`config.mk`:
```
export PLATFORM = sky130hd
export DESIGN_NAME = fetch_unit
export DESIGN_NICKNAME = d
export VERILOG_FILES = /design/src/rtl/fetch_pkg.sv /design/src/rtl/fetch_unit.sv
export SDC_FILE = /design/constraint.sdc
export NUM_CORES = 1
export LEC_CHECK = 0
export CORE_ASPECT_RATIO = 1.4
export CORE_MARGIN = 2
export CORE_UTILIZATION = 33
export DETAILED_ROUTE_END_ITERATION = 8
export PLACE_DENSITY = 0.66
export REMOVE_ABC_BUFFERS = 1
export SYNTH_ARGS = -nofsm -noshare
export SYNTH_HDL_FRONTEND = slang
export SYNTH_SLANG_ARGS = --single-unit
export TNS_END_PERCENT = 100
```
`constraint.sdc`:
```
create_clock -name clk -period 3.7 [get_ports clk]
set_input_delay 0.74 -clock clk [delete_from_list [all_inputs] [get_ports clk]]
set_output_delay 0.74 -clock clk [all_outputs]
set_load 0.01 [all_outputs]
```
`src/rtl/fetch_pkg.sv`:
```
// rtl/fetch_pkg.sv - shared fetch-stage state type, widths and opcode constants
package fetch_pkg;

  localparam int OPCODE_W   = 6;
  localparam int WORD_BYTES = 4;

  typedef enum logic [1:0] {
    ST_FETCH = 2'd0,
    ST_WAIT  = 2'd1,
    ST_VALID = 2'd2,
    ST_HALT  = 2'd3
  } fetch_state_e;

  // Opcodes decoded by the control logic that consumes instrn_opcode
  localparam logic [OPCODE_W-1:0] OP_RTYPE = 6'h00;
  localparam logic [OPCODE_W-1:0] OP_BEQ   = 6'h04;
  localparam logic [OPCODE_W-1:0] OP_LW    = 6'h23;
  localparam logic [OPCODE_W-1:0] OP_SW    = 6'h2B;

  function automatic logic [31:0] branch_offset(input logic [15:0] imm);
    return {{14{imm[15]}}, imm, 2'b00};
  endfunction

endpackage

```
`src/rtl/fetch_unit.sv`:
```
// rtl/fetch_unit.sv - PC register, fetch handshake FSM and branch adder
// Optional misaligned-PC trap: FETCH_MISALIGN_CHECK_EN
import fetch_pkg::*;

module fetch_unit #(
  parameter logic [31:0] RESET_PC = 32'h0000_0000
) (
  input  logic                clk,
  input  logic                rst,
  output logic                imem_req,
  output logic [31:0]         imem_addr,
  input  logic                imem_ready,
  input  logic                imem_rvalid,
  input  logic [31:0]         imem_rdata,
  output logic [31:0]         instrn,
  output logic [OPCODE_W-1:0] instrn_opcode,
  output logic                instrn_valid,
  output logic [31:0]         address_plus_4,
  output logic [31:0]         branch_address,
  input  logic [31:0]         next_address,
  input  logic                instrn_done,
  output logic [31:0]         retire_count,
  output logic                fetch_error
);

  localparam logic [1:0] S_FETCH = ST_FETCH;
  localparam logic [1:0] S_WAIT  = ST_WAIT;
  localparam logic [1:0] S_VALID = ST_VALID;
`ifdef FETCH_MISALIGN_CHECK_EN
  localparam logic [1:0] S_HALT  = ST_HALT;
`endif

  localparam logic [31:0] WORD_MASK = ~(32'(WORD_BYTES) - 32'd1);

  logic [1:0]  state;
  logic [31:0] pc;

`ifdef FETCH_MISALIGN_CHECK_EN
  logic fetch_error_q;
`endif

  always_ff @(posedge clk) begin
    if (rst) begin
      state        <= S_FETCH;
      pc           <= RESET_PC;
      instrn       <= 32'h0;
      retire_count <= 32'h0;
`ifdef FETCH_MISALIGN_CHECK_EN
      fetch_error_q <= 1'b0;
`endif
    end else begin
      case (state)
        S_FETCH: begin
          if (imem_ready) state <= S_WAIT;
        end
        S_WAIT: begin
          if (imem_rvalid) begin
            instrn <= imem_rdata;
            state  <= S_VALID;
          end
        end
        S_VALID: begin
          if (instrn_done) begin
            retire_count <= retire_count + 32'd1;
`ifdef FETCH_MISALIGN_CHECK_EN
            // Keep the offending address in pc so a debugger can see it
            pc <= next_address;
            if ((next_address & ~WORD_MASK) != 32'h0) begin
              state         <= S_HALT;
              fetch_error_q <= 1'b1;
            end else begin
              state <= S_FETCH;
            end
`else
            pc    <= next_address & WORD_MASK;
            state <= S_FETCH;
`endif
          end
        end
`ifdef FETCH_MISALIGN_CHECK_EN
        S_HALT: state <= S_HALT;
`endif
        default: state <= S_FETCH;
      endcase
    end
  end

  // Request is gated by rst so nothing is issued during a reset cycle
  assign imem_req     = (state == S_FETCH) && !rst;
  assign imem_addr    = pc;
  assign instrn_valid = (state == S_VALID);

  assign instrn_opcode  = instrn[31:32-OPCODE_W];
  assign address_plus_4 = pc + 32'(WORD_BYTES);
  assign branch_address = address_plus_4 + branch_offset(instrn[15:0]);

`ifdef FETCH_MISALIGN_CHECK_EN
  assign fetch_error = fetch_error_q;
`else
  assign fetch_error = 1'b0;
`endif

endmodule

```
# [Word level (Yosys, flattened, before mapping)]
# Cells that the tools add are included.
[totals] output_inout_bits=169 reg_bits=96
[op_classes] n_eq_ne=5 n_addsub=3 reduce_logical=6 n_mux=4
[op_table] cell="$add A32 B1 Y32 const B" n=1
[op_table] cell="$add A32 B3 Y32 const B" n=1
[op_table] cell="$add A32 B32 Y32" n=1
[op_table] cell="$mux W2" n=3
[op_table] cell="$pmux W2 S3" n=1
[op_table] cell="$ne A2 B2 Y1 const B" n=2
[op_table] cell="$reduce_and A2 Y1" n=2
[op_table] cell="$reduce_and A3 Y1" n=1
[op_table] cell="$eq A2 B1 Y1 const B" n=1
[op_table] cell="$eq A2 B2 Y1 const B" n=1
[op_table] cell="$logic_not A2 Y1" n=1
[op_table] cell="$ne A2 B1 Y1 const B" n=1
[op_table] cell="$logic_and A1 B1 Y1" n=1
[op_table] cell="$logic_not A1 Y1" n=1

# [Longest topological paths before layout]
[depth] ltp_word=3 ltp_mapped=15

# [Worst setup path before layout]
# OpenSTA, ideal clock, no wires.
[synth_path] kind="register -> output" start="reg pc[2], in the netlist imem_addr[2]" end="out branch_address[29]" path_slack_ns=-0.421 path_stages_with_launch=16 n_path_buf=1 t_arrival_ns=3.381 path_cell_list="dfxtp_1 > ha_1 > inv_1 > or2_2 > nor3_4 > nand3_1 > or2_1 > xnor2_1 > ha_1 > clkbuf_1 > nand2_1 > nor2_1 > nand2_1 > a311oi_1 > o211ai_1 > a211oi_1"
[synth_between] elab_chain_len=2
[synth_lines] item="from (decl)" line_no="fetch_unit.sv:36" rtl="logic [31:0] pc;"
[synth_lines] item="from (signal assigned)" line_no="fetch_unit.sv:75" rtl="pc <= next_address & WORD_MASK;"
[synth_lines] item="$add A32 B3 Y32" line_no="fetch_unit.sv:94" rtl="assign address_plus_4 = pc + 32'(WORD_BYTES);"
[synth_lines] item="via address_plus_4[22]" line_no="fetch_unit.sv:18" rtl="output logic [31:0] address_plus_4,"
[synth_lines] item="$add A32 B32 Y32" line_no="fetch_unit.sv:95" rtl="assign branch_address = address_plus_4 + branch_offset(instrn[15:0]);"
[synth_lines] item="to (decl)" line_no="fetch_unit.sv:19" rtl="output logic [31:0] branch_address,"
# The timed path passes the listed nets, and every way through them passes these cells.

# [Final worst setup path]
[layout_path] start="reg pc[7], in the netlist imem_addr[7]" end="out branch_address[31]"
[layout_between] elab_chain_len=2
[layout_lines] item="$add A32 B3 Y32" line_no="fetch_unit.sv:94"
[layout_lines] item="$add A32 B32 Y32" line_no="fetch_unit.sv:95"
# Every way passes these cells.

==> impl_metrics.tcl <==
set metrics [dict create \
    status "finished, violations left" \
    violations "setup timing" \
    startpoint "imem_addr[7]" \
    vias_per_cell 4.90 \
    drive_gt1_share_pct 30.9 \
    swShare_pct 26.5 \
    clk-insertion-delay-late_ps 350 \
    postRouteAntennaNets 0 \
    final_util_pct 61.6 \
    grt_pass1_vias 6548 \
    wirelength_um 22100 \
    layout_setup_ws_ps -607 \
    die_y_um 162 \
    r2r-start "retire_count[4]" \
    hpwl_um 16300 \
    yosysUniqueCellTypes 58 \
    yosys.area.top_type "dfxtp_1" \
    rsz0062_at_grt "true" \
    power_density_nw_per_um2 228 \
    power.switching_uw 647 \
    fmax_ghz 0.232 \
    die_x_um 117 \
    pwr-share-clk_pct 41.0 \
    period_minus_slack_ps 4310 \
    syn_inst 774 \
    finish.net_count 1267 \
    antenna-diode-count 0 \
    finalSetupViolCount 17 \
    ff_latch_area_um2 1930 \
    combPwrFrac_pct 15.3 \
    antenna_found_initial 0 \
    io_pins 238 \
    maxCapViolations 0 \
    path_clk_slew_ps 70 \
    row_count 57 \
    yosysWarnings 0 \
    cp_slowest_cell "or4_4" \
    drt_iter0_drc 324 \
    multi_input_area_um2 4500 \
    initial_utilization_pct 33.9 \
    core_um2 17400 \
    synthToLayoutAreaGrowth_pct 81.9 \
    grtUsageTotal_pct 22.4 \
    crit_chain "nand4_4, or4_4, buf_6, nor2_4, nand4_1, xnor2_2, ha_1, and3_4, a2111oi_4, o21bai_1, a31oi_1, a31oi_1, xnor2_1, buf_2" \
    worstPathArrival_ps 3570 \
    numPortBuffers 228 \
    avgRoutedWirePerCell_um 15.7 \
    syn_area_um2 5900 \
    crit_type "reg -> out" \
    clock-root-buffer "clkbuf_16" \
    synth_edf_count 0 \
    cts_hold_buf 0 \
    crit_path_end_kind "output port" \
    yosys_most_used_dff "dfxtp_1" \
    p_leak_uw 0.00460 \
    crit_path_frequent_cell "a31oi_1" \
    drc_errors 0 \
    ir_drop_mv 0.192 \
    crit_path_max_fanout 4 \
    async_flop_share_pct 0 \
    synth-seq-area-share_pct 32.6 \
    startpoint_type "register" \
    via_count 6896 \
    slew_violations 0 \
    overflow 0 \
    numCtsBuffers 9 \
    avgSynthCellArea_um2 7.62 \
    slew_headroom_pct 27.6 \
    timing_hold_violations_final 0 \
    die_area_um2 19000 \
    slowest_delay_ps 530 \
    holdCritPathClass "reg -> reg" \
    grt_max_degree 61 \
    clock-skew-final_ps 6.06 \
    hp-start "instrn[23]" \
    intPower_uw 1800 \
    final.fill_count 1508 \
    seq_power_share_pct 43.6 \
    tns_ps -8080 \
    period_share_pct 116 \
    stdcell_count 1406 \
    worst_pin_slew_ps 1080 \
    cts_sinks 96 \
    ys_seq_elements 96 \
    clockBufferDepth 2 \
    cts_tree "yes" \
    numPlacedInstances 1354 \
    cp_data_required_time_ps 2960 \
    dr.pass1.iters 5 \
    synth_top_area_share_pct 32.6 \
    synth_area_leaders "dfxtp_1 33%, nand2_1 12%, a21oi_1 8.3%" \
    grt_pass1_wl_um 33400 \
    cts-htree-levels 3 \
    gp_congestion 0.880 \
]
==> power by group through the flow <==
stage	clock network [µW]	logic [µW]	registers, µW
after floorplan	0	102	1100
after global placement	0	354	1090
after detailed placement	0	356	1090
after CTS	1030	359	1070
after global routing	1070	401	1070
final	1000	374	1070
==> cell usage after synthesis, drive strengths merged (6+ instances only) <==
library cell,n
buf,16
or3,7
dfxtp,96
xor2,39
and4,6
clkbuf,25
nor2,54
nand4,17
a21oi,98
inv,11
ha,32
xnor2,39
and3,10
a21o,8
o21ai,27
nand3,30
nand2,187
nor3,15
==> logic make-up (layout without fill, tap and decap cells) <==
group           after synthesis  count (layout)  share of synthesized area [%]
other cells                   1               7                         0.0636
compound gates              162             162                           15.7
flops                        96              96                           32.6
fa+ha+maj                    33              33                           7.13
simple gates                349             349                           27.9
xor+xnor                     79              79                           12.0
mux                           2               2                          0.340
buf+inv                      52             442                           4.31
==> registers in the layout, summed over array words and instances (netlist names) <==
register      flops
retire_count     32
instrn           32
imem_addr        30
state             2
==> per-stage QoR <==
stage	instance area (µm²)	hold WS [ps]	power, µW	setup slack (ps)
final	10700	453	2450	-607
after CTS	10200	456	2450	-677
after detailed placement	9420	446	1450	-801
after global placement	9420	441	1440	-717
after global routing	10700	483	2540	-838
after floorplan	5710	465	1200	-358
==> what timing repair did <==
item                                    CTS  global route
pin swaps                                50            52
endpoints found under the setup margin   25            24
setup buffers                            21            18
resized for setup                       182            88
==> final timing paths <==
check	to	slack [ps]	cells after the start
max reg2reg	retire_count[26]	1800	6
max	branch_address[31]	-610	14
min	instrn[23]	450	2
min reg2reg	instrn[23]	450	2
==> layer usage <==
layer  up-vias  global-route usage (%)  part of all wire (%)
li1       3433                       -                     -
met1      3210                    25.3                    39
met2       195                    40.6                    53
met3        58                    3.99                   4.5
met4         0                    9.25                   4.0
met5         -                       0                     0
==> placed cells by master (no fill, tap or decap), types with 8 or more instances in the layout <==
cell type	synthesis	routed
clkdlybuf4s50_1	0	202
nand2_1	187	174
buf_4	13	173
dfxtp_1	96	90
a21oi_1	98	81
nor2_1	53	40
xor2_1	39	35
nand3_1	28	24
ha_1	32	24
xnor2_1	39	21
buf_2	2	19
xnor2_2	0	16
a21oi_2	0	16
buf_6	1	16
nand4_1	14	14
nor3_1	14	11
o21ai_0	25	11
inv_1	11	9
o21ai_2	0	9
clkbuf_16	0	9
nor2_4	1	8
a21o_1	8	8
nand2_2	0	8
==> worst max-delay path: cells and delay by family (launching register included) <==
family,cells,cell delay (ps)
AND/OR/NAND/NOR,5,1140
AO/OA/AOI/OAI,4,760
flip-flops,1,350
XOR/XNOR,2,340
adder cells (fa/ha/maj),1,320
buffers and inverters,2,290
==> final cells by class <==
class / instances / share of cell area (%)
multi-input combinational: 632 / 41.9
timing repair buffer: 415 / 34.0
sequential: 96 / 18.0
tap: 236 / 2.75
clock buffer: 9 / 2.10
clock inverter: 7 / 0.852
inverter: 11 / 0.408
No activity file was read; power rests on OpenSTA's default activity.
